## config.mk

```make
export PLATFORM = sky130hd
export DESIGN_NAME = boot_stream_ctrl
export DESIGN_NICKNAME = d
export VERILOG_FILES = /design/src/rtl/boot_stream_ctrl.sv
export SDC_FILE = /design/constraint.sdc
export NUM_CORES = 1
export LEC_CHECK = 0
export ABC_AREA = 1
export CAP_MARGIN = 30
export CORE_MARGIN = 2
export CORE_UTILIZATION = 45
export CTS_BUF_LIST = sky130_fd_sc_hd__clkbuf_8
export CTS_CLUSTER_DIAMETER = 60
export CTS_CLUSTER_SIZE = 10
export DETAILED_ROUTE_END_ITERATION = 16
export GPL_TIMING_DRIVEN = 0
export PLACE_DENSITY = 0.7
export SYNTH_ARGS = -nofsm -noshare
export SYNTH_HDL_FRONTEND = slang
export SYNTH_SLANG_ARGS = --single-unit
```

## constraint.sdc

```tcl
create_clock -name clk -period 4.3 [get_ports clk]
set_clock_uncertainty 0.2 [all_clocks]
set_input_delay 0.86 -clock clk [delete_from_list [all_inputs] [get_ports clk]]
set_output_delay 0.86 -clock clk [all_outputs]
set_load 0.05 [all_outputs]
```

## src/rtl/boot_stream_ctrl.sv

```systemverilog
// Boot-data sequencer: accepts 32-bit host words over a four-phase req/ack
// handshake and streams them MSB-byte-first to the loader, gated by sync byte and ROM size.
module boot_stream_ctrl #(
  parameter logic [7:0] SYNC_BYTE = 8'h4E
) (
  input  logic        clk,
  input  logic        reset_n,
  input  logic        restart,
  input  logic [31:0] rom_size,
  input  logic [31:0] host_bootdata,
  input  logic        host_bootdata_req,
  output logic        host_bootdata_ack,
  output logic [7:0]  byte_data,
  output logic        byte_valid,
  input  logic        byte_ready,
  output logic        synced,
  output logic        done,
  output logic [31:0] bytes_loaded
);

  typedef enum logic [1:0] {IDLE, UNPACK, EMIT} state_t;

  state_t      state;
  logic [31:0] word_q;
  logic [1:0]  slot;

  logic [7:0]  cur_byte;
  logic        in_range;
  logic        take;
  logic        bl_inc;
  logic [31:0] bl_next;

  // Slot 0 is the most significant byte of the latched word.
  always_comb begin
    cur_byte = word_q[31:24];
    case (slot)
      2'd0: cur_byte = word_q[31:24];
      2'd1: cur_byte = word_q[23:16];
      2'd2: cur_byte = word_q[15:8];
      2'd3: cur_byte = word_q[7:0];
      default: cur_byte = word_q[31:24];
    endcase
  end

  // Bytes past rom_size are not counted, so the counter saturates there.
  always_comb begin
    in_range = (bytes_loaded < rom_size);
    take     = in_range && (synced || (cur_byte == SYNC_BYTE));
    bl_inc   = (state == UNPACK) && in_range;
    bl_next  = bl_inc ? (bytes_loaded + 32'd1) : bytes_loaded;
  end

  always_ff @(posedge clk or negedge reset_n) begin
    if (!reset_n) begin
      state             <= IDLE;
      word_q            <= '0;
      slot              <= '0;
      host_bootdata_ack <= 1'b0;
      byte_data         <= '0;
      byte_valid        <= 1'b0;
      synced            <= 1'b0;
      done              <= 1'b0;
      bytes_loaded      <= '0;
    end else if (restart) begin
      state             <= IDLE;
      word_q            <= '0;
      slot              <= '0;
      host_bootdata_ack <= 1'b0;
      byte_data         <= '0;
      byte_valid        <= 1'b0;
      synced            <= 1'b0;
      done              <= 1'b0;
      bytes_loaded      <= '0;
    end else begin
      if (!host_bootdata_req)
        host_bootdata_ack <= 1'b0;

      bytes_loaded <= bl_next;
      done         <= done | (bl_next >= rom_size);

      case (state)
        IDLE: begin
          // Acceptance needs ack low so each word gets a full four-phase cycle.
          if (host_bootdata_req && !host_bootdata_ack) begin
            word_q            <= host_bootdata;
            host_bootdata_ack <= 1'b1;
            slot              <= 2'd0;
            state             <= UNPACK;
          end
        end
        UNPACK: begin
          if (take) begin
            byte_data  <= cur_byte;
            byte_valid <= 1'b1;
            synced     <= 1'b1;
            state      <= EMIT;
          end else begin
            slot  <= slot + 2'd1;
            state <= (slot == 2'd3) ? IDLE : UNPACK;
          end
        end
        EMIT: begin
          if (byte_ready) begin
            byte_valid <= 1'b0;
            slot       <= slot + 2'd1;
            state      <= (slot == 2'd3) ? IDLE : UNPACK;
          end
        end
        default: state <= IDLE;
      endcase
    end
  end

endmodule

```

==> flow_metrics.tcl <==
set metrics [dict create \
    hold_class "input pin to async pin" \
    drc_errors 0 \
    final.fill_count 1220 \
    die_x_um 121.3 \
    synth_area_leader_cell "dfrtp_1" \
    ir_drop_v 0.0002968 \
    gp_congestion 0.9172 \
    die_area_um2 14720 \
    max-cap-violations 0 \
    timing.rr.start "bytes_loaded[31]" \
    io_pins 113 \
    htree_levels 3 \
    tightest_slew_ns 0.5838 \
    cts_tree "built" \
    fin_cells 1227 \
    dominantRegCellSynth "dfrtp_1" \
    status "finished, final reports clean" \
    crit_fanout 5 \
    dp_hpwl_um 13380 \
    grt_pass1_vias 5748 \
    synth_edf_count 0 \
    critPathKind "input pin to flop" \
    synth_area_leaders "dfrtp_1 32%, nand2_1 15%, ha_1 15%" \
    avgSynthCellArea_um2 6.891 \
    diodes 0 \
    synthesis.instances 899 \
    ff2ff_path_depth 22 \
    powerDensity_nw_per_um2 434.9 \
    post_dp_cell_area_um2 7551 \
    cp-end-kind "flop" \
    clock_latency_ns 0.37 \
    cts_buffers 9 \
    slew_viol_final 0 \
    finalSetupViolCount 0 \
    grtUsageTotal 0.2406 \
    synth-seq-cells 80 \
    hold_violations 0 \
    yosys-top-cells-count "241 x nand2_1, 158 x inv_1, 94 x nor2_1" \
    power.total_w 0.003715 \
    ant_nets 0 \
    reg2reg_slack_ns 0.32 \
    start_kind "input pin" \
    ctsLongestPathBuffers 2 \
    grt_max_degree 58 \
    synth_top_area_share 0.3232 \
    drtPass1Iterations 6 \
    dr.first_iter.drc_count 460 \
    synth_warnings 0 \
    worst_r2r_endpoint "done" \
    yosysSeqAreaShare 0.3232 \
    post_drt_wl_per_cell_um 14.19 \
    cts-root-buf "clkbuf_8" \
    synth_area_um2 6195 \
    portBuffers 111 \
    core_region_area_um2 13350 \
    slew_headroom 0.6108 \
    overflow 0 \
    crit_required_ns 4.42 \
    p_leak_nw 4.324 \
    place_inst 1187 \
    synth_most_common_cell "nand2_1" \
    row_count 42 \
    die_h_um 121.3 \
    drive_above_1_share 0.1427 \
    timing.fmax_mhz 241.5 \
    path_clk_slew_ns 0.09 \
    period_minus_slack_ns 4.140 \
    nets 1187 \
    worstPathArrival_ns 4.26 \
    antenna_found_initial 1 \
    fin_worst_hold_slack_ns 0.1953 \
    fin_area_um2 8542 \
    drt-total-wl_um 17410 \
    dr_total_vias 6153 \
    yosysUniqueCellTypes 32 \
    clock_sinks 80 \
    async_reset_ff_frac 1.000 \
    finalCritPeriodShare 0.9628 \
    syn_to_final_growth_pct 37.89 \
    viasPerCell 5.015 \
    synth_nets 1040 \
    start_util 0.4641 \
    grt_pass1_wl_um 27740 \
]
-- layout by cell type, fill, tap and decap left out, types with 3 or more instances in the layout --
cell,synthesis,final
nand2_2,0,17
ha_4,0,22
nor4_1,6,5
nand3_1,54,52
or2_0,6,6
buf_4,1,25
nor3_1,16,14
o21ai_1,15,19
nand4_1,6,6
ha_1,72,50
xor2_1,24,24
inv_1,158,132
a21oi_2,0,9
clkbuf_1,15,13
buf_2,5,3
nor2_1,94,89
inv_2,3,28
dfrtp_1,80,80
dlymetal6s2s_1,0,23
clkbuf_8,0,12
clkdlybuf4s50_1,0,87
nor2_2,1,4
o21ai_0,47,42
a21oi_1,37,27
nand2_1,241,223
-- through the flow --
| stage | worst slack, ns | setup TNS, ns | util |
|---|---|---|---|
| floorplan | 0.5944 | 0 | - |
| global placement | -1.379 | -59.03 | 0.5638 |
| detailed placement | -1.378 | -1.378 | 0.5657 |
| CTS | 0.002196 | 0 | 0.5966 |
| global route | -0.01789 | -0.01789 | 0.6400 |
| finish | 0.1600 | 0 | 0.6400 |
-- how the worst max path moves through the flow --
stage / from / end / slack, ns / depth (start not counted)
2_1_floorplan: rom_size[31] / done / 0.59 / 21
3_3_place_gp: rom_size[19] / done / -1.38 / 23
3_5_place_dp: rom_size[19] / done / -1.38 / 23
4_1_cts: rom_size[29] / done / 0.002 / 23
5_1_grt: rom_size[30] / done / -0.02 / 24
6_report: rom_size[19] / done / 0.16 / 22
-- layer usage --
| layer | part of all wire | GRT usage |
|---|---|---|
| met5 | 0 | 0 |
| met4 | 0.022 | 0.08693 |
| met3 | 0.061 | 0.04041 |
| met2 | 0.46 | 0.3813 |
| met1 | 0.45 | 0.3313 |
-- registers in the layout, summed over array words and instances, names as in the netlist --
name and flops:
byte_data 8, byte_valid 1, bytes_loaded 32, done 1, host_bootdata_ack 1, slot 2
state 2, synced 1, word_q 32
-- what timing repair did --
action	CTS	global route
gates resized for setup	27	117
hold buffers	0	0
pin swaps	9	35
setup endpoints to repair	1	1
buffers inserted	8	16
-- kinds of logic after synthesis --
| group | share of synthesized area |
|---|---|
| AND/OR/NAND/NOR | 0.2921 |
| buffers and inverters | 0.1143 |
| AO/OA/AOI/OAI | 0.08827 |
| flip-flops | 0.3232 |
| adder cells (fa/ha/maj) | 0.1454 |
| XOR/XNOR | 0.03676 |
-- area by class of cell --
class / instances / area [um^2] / share of cell area
multi-input combinational: 635 / 3955 / 0.4630
clock inverter: 5 / 86.33 / 0.01011
tap: 176 / 220.2 / 0.02578
clock buffer: 11 / 151.4 / 0.01772
buffer: 23 / 137.6 / 0.01611
sequential: 80 / 2002 / 0.2344
timing repair buffer: 136 / 1378 / 0.1613
inverter: 161 / 611.8 / 0.07163
-- critical path, stage by stage --
cell and delay [ns]:
clkdlybuf4s50_1 0.48, inv_2 0.06, ha_4 0.27, nand3_1 0.12, nor3b_4 0.26, nand2_2 0.12
nand3_4 0.16, inv_8 0.06, buf_6 0.13, or2_0 0.21, nand2_1 0.10, inv_2 0.05
ha_4 0.26, nand2_2 0.05, nor2_4 0.13, nand2_2 0.08, nor4_4 0.26, buf_4 0.19
nand4_1 0.11, nand3_1 0.14, o21ai_1 0.08, inv_1 0.07
-- power breakdown --
| group | leakage, nW | internal (W) | total, W | switching [W] |
|---|---|---|---|---|
| Sequential | 1.08 | 0.000863 | 0.00105 | 0.000186 |
| Combinational | 3.12 | 0.000797 | 0.00201 | 0.00121 |
| Clock | 0.120 | 0.000363 | 0.000659 | 0.000297 |
Power figures use the tool's default switching activity.
